--- config.mk ---
export PLATFORM = sky130hd
export DESIGN_NAME = restoring_divider
export DESIGN_NICKNAME = d
export VERILOG_FILES = /design/src/rtl/restoring_divider.sv
export SDC_FILE = /design/constraint.sdc
export NUM_CORES = 1
export LEC_CHECK = 0
export CAP_MARGIN = 20
export CORE_UTILIZATION = 35
export CTS_CLUSTER_SIZE = 30
export DETAILED_ROUTE_END_ITERATION = 7
export PLACE_DENSITY_LB_ADDON = 0.05
export SLEW_MARGIN = 10
export SYNTH_ARGS = -nofsm -noshare
export SYNTH_HDL_FRONTEND = slang
export SYNTH_SLANG_ARGS = --single-unit
--- constraint.sdc ---
create_clock -name clk -period 3.1 [get_ports clk]
set_input_delay 0.465 -clock clk [delete_from_list [all_inputs] [get_ports clk]]
set_output_delay 0.465 -clock clk [all_outputs]
set_load 0.005 [all_outputs]
--- src/rtl/restoring_divider.sv ---
`default_nettype none
// ============================================================================
//  Module      : restoring_divider
//  Description : Multi-cycle unsigned restoring divider, q = a / b, r = a % b,
//                one trial subtraction per clock through a full-adder ripple.
//  Revision    : 1.0 - initial release
// ============================================================================
module restoring_divider #(
    parameter int WIDTH = 4
) (
    input  logic             clk,
    input  logic             rst,
    input  logic             start,
    input  logic [WIDTH-1:0] a,
    input  logic [WIDTH-1:0] b,
    output logic [WIDTH-1:0] q,
    output logic [WIDTH-1:0] r,
    output logic             busy,
    output logic             done,
    output logic             dbz
);

    localparam int         c_CNT_W   = (WIDTH > 1) ? $clog2(WIDTH) : 1;
    localparam logic [1:0] c_ST_IDLE = 2'd0;
    localparam logic [1:0] c_ST_RUN  = 2'd1;
    localparam logic [1:0] c_ST_DONE = 2'd2;

    logic [1:0]         r_state;
    logic [WIDTH-1:0]   r_quo;
    logic [WIDTH-1:0]   r_div;
    logic [WIDTH-1:0]   r_rem;
    logic [c_CNT_W-1:0] r_cnt;
    logic               r_dbz_pend;
    logic [WIDTH-1:0]   r_q;
    logic [WIDTH-1:0]   r_r;
    logic               r_done;
    logic               r_dbz;

    logic [WIDTH:0]     w_rs;
    logic [WIDTH:0]     w_opb;
    logic [WIDTH+1:0]   w_carry;
    logic [WIDTH-1:0]   w_sum;
    logic               w_noborrow;
    logic [WIDTH-1:0]   w_quo_next;

    // Trial subtract Rs - D as Rs + ~{0,D} + 1; carry-out set means no borrow.
    assign w_rs       = {r_rem, r_quo[WIDTH-1]};
    assign w_opb      = {1'b1, ~r_div};
    assign w_carry[0] = 1'b1;

    generate
        for (genvar gi = 0; gi <= WIDTH; gi++) begin : g_fa
            assign w_carry[gi+1] = (w_rs[gi] & w_opb[gi]) |
                                   (w_carry[gi] & (w_rs[gi] ^ w_opb[gi]));
            if (gi < WIDTH) begin : g_sum
                assign w_sum[gi] = w_rs[gi] ^ w_opb[gi] ^ w_carry[gi];
            end
        end
    endgenerate

    assign w_noborrow = w_carry[WIDTH+1];

    always_comb begin
        w_quo_next    = r_quo << 1;
        w_quo_next[0] = w_noborrow;
    end

    always_ff @(posedge clk) begin
        if (rst) begin
            r_state    <= c_ST_IDLE;
            r_quo      <= '0;
            r_div      <= '0;
            r_rem      <= '0;
            r_cnt      <= '0;
            r_dbz_pend <= 1'b0;
            r_q        <= '0;
            r_r        <= '0;
            r_done     <= 1'b0;
            r_dbz      <= 1'b0;
        end else begin
            r_done <= 1'b0;
            case (r_state)
                c_ST_IDLE: begin
                    if (start) begin
                        if (b != '0) begin
                            r_quo      <= a;
                            r_div      <= b;
                            r_rem      <= '0;
                            r_cnt      <= c_CNT_W'(WIDTH - 1);
                            r_dbz_pend <= 1'b0;
                            r_state    <= c_ST_RUN;
                        end else begin
                            r_quo      <= '1;
                            r_rem      <= a;
                            r_dbz_pend <= 1'b1;
                            r_state    <= c_ST_DONE;
                        end
                    end
                end
                c_ST_RUN: begin
                    r_quo <= w_quo_next;
                    r_rem <= w_noborrow ? w_sum : w_rs[WIDTH-1:0];
                    if (r_cnt == '0) begin
                        r_state <= c_ST_DONE;
                    end else begin
                        r_cnt <= r_cnt - 1'b1;
                    end
                end
                c_ST_DONE: begin
                    r_done  <= 1'b1;
                    r_q     <= r_quo;
                    r_r     <= r_rem;
                    r_dbz   <= r_dbz_pend;
                    r_state <= c_ST_IDLE;
                end
                default: r_state <= c_ST_IDLE;
            endcase
        end
    end

    assign busy = (r_state == c_ST_RUN) || (r_state == c_ST_DONE);
    assign done = r_done;
    assign q    = r_q;
    assign r    = r_r;
    assign dbz  = r_dbz;

endmodule
`default_nettype wire

==> results of run 1 <==
-- cell type report --
type | instances | area, um2 | share of cell area [%]
flip-flops and latches | 27 | 540.5 | 33.26
repair buffers | 21 | 210.2 | 12.93
clock buffers | 4 | 45.04 | 2.771
inverters | 13 | 48.80 | 3.002
well taps | 48 | 60.06 | 3.695
multi-input cells | 99 | 720.7 | 44.34
-- through the flow --
step           util (%)  hold WS [ns]
2_1_floorplan         -        0.4333
3_3_place_gp      42.21        0.4503
3_5_place_dp      42.21        0.4515
4_1_cts           43.42        0.4648
5_1_grt           43.42        0.4953
6_report          43.42        0.4620
-- metal layers --
metal | vias to the layer above | global-route usage (%) | part of all wire (%)
met1 | 494 | 18.11 | 48
met4 | 0 | 6.250 | 2.0
met2 | 17 | 24.61 | 47
met5 | - | 0 | 0
met3 | 4 | 1.585 | 2.6
li1 | 552 | - | -
-- worst max-delay path, cell delays in order (launching register included) --
cell and delay, ns:
dfxtp_1 0.34, inv_1 0.06, ha_1 0.14, inv_1 0.05, fa_1 0.35, inv_1 0.08, fa_1 0.15, inv_1 0.05
fa_1 0.46, or2_2 0.34, o211ai_1 0.16, a311oi_1 0.11
-- Yosys cell counts (3+ instances only) --
| library cell | n | area [um2] |
|---|---|---|
| nand2_1 | 10 | 37.54 |
| dfxtp_1 | 27 | 540.5 |
| o21ai_0 | 4 | 20.02 |
| inv_1 | 13 | 48.80 |
| a21oi_1 | 8 | 40.04 |
| o21ai_1 | 5 | 25.02 |
| ha_1 | 5 | 62.56 |
| fa_1 | 3 | 60.06 |
| nor3b_1 | 3 | 22.52 |
| clkbuf_8 | 3 | 41.29 |
| nor2_1 | 17 | 63.81 |
| mux2i_1 | 12 | 120.1 |
| a311oi_1 | 11 | 96.34 |
| nand3_1 | 3 | 15.01 |
-- power by group --
group	internal, mW	switching, mW
clock network	0.0918	0.104
logic	0.111	0.122
registers	0.381	0.0277
-- worst paths after layout --
kind              slack (ns)    endpoint  depth (start not counted)
hold reg to reg         0.46  r_dbz_pend                          2
setup / recovery        0.67    r_rem[0]                         11
hold / removal          0.46  r_dbz_pend                          2
setup reg to reg        0.67    r_rem[0]                         11
-- registers in the layout (all words and copies together) (netlist names) --
register,flops
r_quo,4
done,1
r,4
dbz,1
q,4
r_state,2
r_div,4
r_rem,4
r_dbz_pend,1
r_cnt,2
-- kinds of logic after synthesis --
logic type,after synthesis,share of synthesized area (%)
multiplexers,13,9.443
flip-flops,27,38.85
adder cells (fa/ha/maj),8,8.813
AO/OA/AOI/OAI,35,17.53
buffers and inverters,22,9.353
AND/OR/NAND/NOR,43,16.01
==> results.ini, run 1 <==
[sta]
rsz0062_at_grt = no
layout_worst_path_cycle_share_pct = 78.51
period_minus_slack_ns = 2.434
layout_setup_ws_ns = 0.6661
hold_viol = 0
finalSetupViolCount = 0
max_clock_freq_mhz = 410.9
drv_slew = 0
clock_skew_ns = 0.003109
slew_headroom_pct = 33.90
tightest_slew_ns = 0.9884
fin_setup_tns_ns = 0

[worst_setup_path]
startpoint = r_quo[3]
cp.arrival_ns = 2.54
required_ns = 3.21
setup.worst_path.end_class = flip-flop
reg2reg_from = r_quo[3]
criticalPathCategory = reg -> reg
worst-path-max-fanout = 7
critPathLaunchType = flip-flop

[cts]
clock_path_buffers = 2
clock_tree.htree_level_count = 1
cts_resized = 0
post_cts_buffers = 0
clock-root-buffer = clkbuf_8
hold_buffers = 0
tritoncts = done
path_clk_slew_ns = 0.09
numCtsBuffers = 3
cts.sinks = 27
clk_latency_ns = 0.26

[layout]
final_area_um2 = 1625
final_cells = 212
layout_common_cells = 27 x dfxtp_1, 21 x clkdlybuf4s50_1, 17 x nor2_1
layout_commonest_cell = dfxtp_1
diodes = 0
fillers = 390
drive_above_1_share_pct = 5.488
areaGrowthSynthToFinish_pct = 16.82
fin_nets = 184

[placement]
dp_slack_ns = 0.6746
place_inst = 208
place_congestion = 0.7832
hpwl_um = 1986
io_buffers = 21
placed_area_um2 = 1580

[synthesis]
yosys.cell_types.count = 31
synth_seq_cells = 27
synth_ff_type = dfxtp_1
synth-edff-count = 0
syn_nets = 167
syn_avg_cell_area_um2 = 9.401
yosys_warnings = 0
synth_area_um2 = 1391
seq_area_frac_synth_pct = 38.85
synthCells = 148
async_reset_ff_share_pct = 0

[route]
first_iter_violations = 30
route.vias.total = 1067
vias_per_cell = 5.033
routed_wirelength_um = 2689
antenna_left = 0
route.detailed.drc = 0
post_drt_wl_per_cell_um = 12.68
first_pass_iters = 4

[pwr]
ir_drop_mv = 0.1731
power_leakage_nw = 0.5685
pwr_density_cell_nw_per_um2 = 515.4
p_total_mw = 0.8377

[hold_path]
hold_start = r_dbz_pend
hp-class = reg -> reg

[die]
initial_utilization_pct = 37.17
die_y_um = 65.05
design.core.area_um2 = 3744
boundaryPins = 22
fp.dieArea_um2 = 4232
rows = 22
dieWidth_um = 65.05

[run_status]
status = completed

[grt]
grt_pass1_vias = 1003
antenna_found_initial = 0
grt_pass1_wl_um = 4678
overflow = 0
grtUsageTotal_pct = 14.40
grt_max_degree = 28

[flow_run]
maxCapViolations = 0

No activity file was read; power rests on OpenSTA's default activity.
==> run 2, diff against run 1 <==
Clock period 3.1 ns to 2.4 ns, I/O delays scaled along.
==> run 2 against run 1 <==
Net effect:
- sequential share of layout area decreased by 0.82 points
- global-route usage increased by 0.40 points
- clock skew up 0.00057 ns
- critical path depth unchanged
- combinational power increased by 35%
- non-clock buffer count increased by 4
- utilization rose by 1.1 points
- register-to-register slack got worse by 0.52 ns
- sequential power rose by 29%
==> results.ini, run 2 (same netlist as run 1, synthesis figures left out) <==
[die]
die_y_um = 65.05
design.core.area_um2 = 3744
boundaryPins = 22
rows = 22
fp.dieArea_um2 = 4232
dieWidth_um = 65.05
initial_utilization_pct = 37.17

[pwr]
p_total_mw = 1.101
power_leakage_nw = 0.5936
pwr_density_cell_nw_per_um2 = 660.4
ir_drop_mv = 0.2444

[placement]
dp_slack_ns = 0.02539
io_buffers = 21
hpwl_um = 2074
place_inst = 212
place_congestion = 0.7815

[worst_setup_path]
reg2reg_slack_ns = 0.14
cp.arrival_ns = 2.43
required_ns = 2.58
setup.worst_path.end_class = flip-flop
critPathLaunchType = flip-flop
criticalPathCategory = reg -> reg
worst-path-max-fanout = 7

[cts]
clock_path_buffers = 2
clock-root-buffer = clkbuf_8
clk_latency_ns = 0.27
tritoncts = done
cts.sinks = 27
numCtsBuffers = 3
clock_tree.htree_level_count = 1
path_clk_slew_ns = 0.09
post_cts_buffers = 0

[sta]
layout_worst_path_cycle_share_pct = 94.10
drv_slew = 0
fin_setup_tns_ns = 0
fin_hold_ws_ns = 0.4602
max_clock_freq_mhz = 442.8
tightest_slew_ns = 0.7762
slew_headroom_pct = 48.09
layout_setup_ws_ns = 0.1415
finalSetupViolCount = 0
period_minus_slack_ns = 2.259
clock_skew_ns = 0.003679
hold_viol = 0
rsz0062_at_grt = no

[grt]
overflow = 0
grt_pass1_wl_um = 4795
grt_max_degree = 21
antenna_found_initial = 0
grtUsageTotal_pct = 14.79
grt_pass1_vias = 1026

[route]
first_pass_iters = 4
post_drt_wl_per_cell_um = 12.70
vias_per_cell = 4.935
route.detailed.drc = 0
route.vias.total = 1066
first_iter_violations = 23
antenna_left = 0
routed_wirelength_um = 2743

[run_status]
status = completed

[layout]
drive_above_1_share_pct = 9.524
fin_nets = 188
layout_commonest_cell = dfxtp_1
areaGrowthSynthToFinish_pct = 19.78
diodes = 0
multiInputGateArea_um2 = 730.7
fillers = 390
regArea_um2 = 540.5
final_cells = 216
layout_common_cells = 27 x dfxtp_1, 21 x clkdlybuf4s50_1, 17 x nor2_1

[hold_path]
hp-class = reg -> reg

[flow_run]
maxCapViolations = 0

## run 2: cell count changes in the layout (fill, tap and decap cells not counted), sizes merged
cell    delta
buf        +4
clkbuf     -1
clkinv     +1
## run 2: repair_timing
action                                  CTS  global route
endpoints found under the setup margin    0             5
hold buffers                              0             0
resized for setup                         0             4
## run 2: cell type report
type / instances / share of cell area, %
Clock buffer: 3 / 2.477
Clock inverter: 1 / 0.3003
Inverter: 13 / 2.928
Multi-Input combinational cell: 99 / 43.84
Sequential cell: 27 / 32.43
Tap cell: 48 / 3.604
Timing Repair Buffer: 25 / 14.41
## run 2: per-stage QoR
step / util [%] / cell area (um2)
after floorplan: - / 1391
after global placement: 43.01 / 1610
after detailed placement: 43.01 / 1610
after CTS: 44.25 / 1657
after global routing: 44.52 / 1667
final: 44.52 / 1667
## run 2: critical path, cell delays in order (launching register included)
cell and delay (ns):
dfxtp_1 0.32, inv_1 0.05, ha_1 0.13, inv_1 0.04
fa_1 0.35, inv_1 0.07, fa_1 0.16, inv_1 0.05
fa_2 0.39, o21ai_0 0.21, o211ai_1 0.12, a311oi_1 0.27
## run 2: worst paths after layout
kind                                 start         end  depth (start not counted)
worst max-delay path              r_quo[3]    r_rem[2]                         11
worst min-delay path            r_dbz_pend  r_dbz_pend                          2
worst max register to register    r_quo[3]    r_rem[2]                         11
worst min register to register  r_dbz_pend  r_dbz_pend                          2
## run 2: per-layer routing
| layer | up-vias | wire length (um) | global-route usage [%] |
|---|---|---|---|
| li1 | 554 | - | - |
| met1 | 498 | 1329 | 18.75 |
| met2 | 12 | 1326 | 24.74 |
| met3 | 2 | 65 | 2.113 |
| met4 | 0 | 22 | 6.522 |
| met5 | - | 0 | 0 |
## run 2: where the power goes
part	internal [mW]	total (mW)	switching, mW	leakage (nW)
registers	0.492	0.529	0.0364	0.221
logic	0.154	0.315	0.161	0.347
clock network	0.116	0.257	0.141	0.0255
==> run 3, diff against run 2 <==
Settings changed: REMOVE_ABC_BUFFERS set to 1.
==> run 3 against run 2 <==
Net effect:
- first-iteration DRC count grew to 3.7 times the previous value
- utilization is 0.40 points higher
- worst setup slack worse by 0.083 ns
- total power is 2.3% higher
- critical path type unchanged
- sequential share of layout area is 0.14 points lower
- clock skew hardly changed
- global-route usage is 0.063 points lower
- combinational power is 6.7% higher
- clock power hardly changed
- flip-flop and latch count stayed put
==> results.ini, run 3 (same netlist as run 1, synthesis figures left out) <==
[worst_setup_path]
r2r_end = r_rem[1]
critPathTopFamily = adder cells
required_ns = 2.58
criticalPathCategory = reg -> reg
crit_top_cell = inv_2
critPathLaunchType = flip-flop
setup.worst_path.end_class = flip-flop
crit_slowest_cell = fa_2
startpoint = r_quo[3]
crit_buf_inv = 4
worstRegToRegCells = 11
worst-path-max-fanout = 7
cp.arrival_ns = 2.52
slowest_delay_ns = 0.45
cp_cell_sequence = inv_2 -> ha_4 -> inv_2 -> fa_2 -> inv_2 -> fa_2 -> inv_2 -> fa_2 -> nor3b_2 -> o21ai_1 -> a311oi_1
reg2reg_slack_ns = 0.06
reg2reg_from = r_quo[3]

[layout]
layout_common_cells = 25 x dfxtp_1, 21 x clkdlybuf4s50_1, 17 x nor2_1
drive_above_1_share_pct = 14.37
fin_nets = 187
diodes = 0
layout_commonest_cell = dfxtp_1
areaGrowthSynthToFinish_pct = 20.86

[sta]
period_minus_slack_ns = 2.342
fin_hold_ws_ns = 0.4808
fin_setup_tns_ns = 0
drv_slew = 0
finalSetupViolCount = 0
tightest_slew_ns = 0.6569
max_clock_freq_mhz = 427.0
layout_worst_path_cycle_share_pct = 97.57
slew_headroom_pct = 56.21
hold_viol = 0
rsz0062_at_grt = yes
clock_skew_ns = 0.003479

[route]
routed_wirelength_um = 2872
vias_per_cell = 5.088
first_pass_iters = 4
post_drt_wl_per_cell_um = 13.36
first_iter_violations = 86
routed.top_layer = met4
wl_met3_um = 114
route.detailed.drc = 0
met1_length_um = 1431
antenna_left = 0
route.vias.total = 1094
route.met2.wl_um = 1287

[pwr]
ir_drop_mv = 0.2802
pwr_density_cell_nw_per_um2 = 669.3
power_leakage_nw = 0.5839

[cts]
numCtsBuffers = 3
tritoncts = done
clock_tree.htree_level_count = 1
clock-root-buffer = clkbuf_8
clock_path_buffers = 2
clk_latency_ns = 0.27
cts.sinks = 27
hold_buffers = 0
path_clk_slew_ns = 0.09

[die]
rows = 22
fp.dieArea_um2 = 4232
dieWidth_um = 65.05
design.core.area_um2 = 3744
boundaryPins = 22
initial_utilization_pct = 37.17
die_y_um = 65.05

[grt]
overflow = 0
antenna_found_initial = 0
grt_pass1_wl_um = 4823
grt_max_degree = 28
grt_pass1_vias = 1033
grtUsageTotal_pct = 14.73

[hold_path]
hold_start = r_dbz_pend
holdPathStages = 2
hp-class = reg -> reg
min_to = r_dbz_pend

[run_status]
status = completed

[placement]
place_congestion = 0.7541
io_buffers = 21
hpwl_um = 2014

[flow_run]
maxCapViolations = 0

## run 3: cell count changes in the layout (fill, tap and decap cells not counted)
cell,before,now
buf_4,4,3
clkbuf_1,0,1
clkinv_2,1,0
dfxtp_1,27,25
dfxtp_2,0,2
fa_1,2,0
fa_2,1,3
ha_1,5,4
ha_4,0,1
inv_1,13,9
inv_2,0,4
o21ai_0,3,2
o21ai_2,0,1
## run 3: routing by layer
layer  track usage [%]  vias to the layer above
met1             20.73                      512
met3             1.585                        4
met2             22.53                       23
li1                  -                      555
met5                 0                        -
met4             6.522                        0
## run 3: area by class of cell
| type | count | area (um2) |
|---|---|---|
| Clock buffer | 4 | 45.04 |
| Multi-Input combinational cell | 99 | 752.0 |
| Inverter | 13 | 48.80 |
| Tap cell | 48 | 60.06 |
| Timing Repair Buffer | 24 | 232.7 |
| Fill cell | 395 | 2062 |
| Sequential cell | 27 | 543.0 |
## run 3: how the worst max path moves through the flow
stage	cells after the start	slack (ns)	end
6_report	11	0.06	r_rem[1]
5_1_grt	11	-0.07	r_rem[1]
4_1_cts	11	0.02	r_rem[1]
3_5_place_dp	11	0.05	r_rem[1]
3_3_place_gp	11	0.09	r_rem[2]
2_1_floorplan	11	0.15	r_rem[2]
## run 3: worst register-to-register path, delay by kind of cell, from the launching register on
| kind | cells | cell delay, ns |
|---|---|---|
| adder cells (fa/ha/maj) | 4 | 1.12 |
| AND/OR/NAND/NOR | 1 | 0.22 |
| buffers and inverters | 4 | 0.19 |
| flip-flops | 1 | 0.33 |
| AO/OA/AOI/OAI | 2 | 0.38 |
## run 3: timing repair
item / CTS / global route
setup endpoints to repair: 0 / 5
resized for setup: 0 / 16
setup buffers: 0 / 0
hold endpoints to repair: 0 / 0
## run 3: per-stage QoR
stage	area (um2)	power, mW	util [%]	cells	setup slack, ns
global placement	1603	0.8403	42.81	211	0.09191
global route	1682	1.200	44.92	215	-0.07157
CTS	1648	1.109	44.02	215	0.02257
detailed placement	1603	0.8466	42.81	211	0.04951
finish	1682	1.125	44.92	215	0.05821
floorplan	1310	0.7367	-	139	0.1493
## run 3: report_power, final
part           total [mW]  internal [mW]  switching [mW]
Combinational       0.336          0.163           0.173
Clock               0.257          0.119           0.139
Sequential          0.532          0.493          0.0384
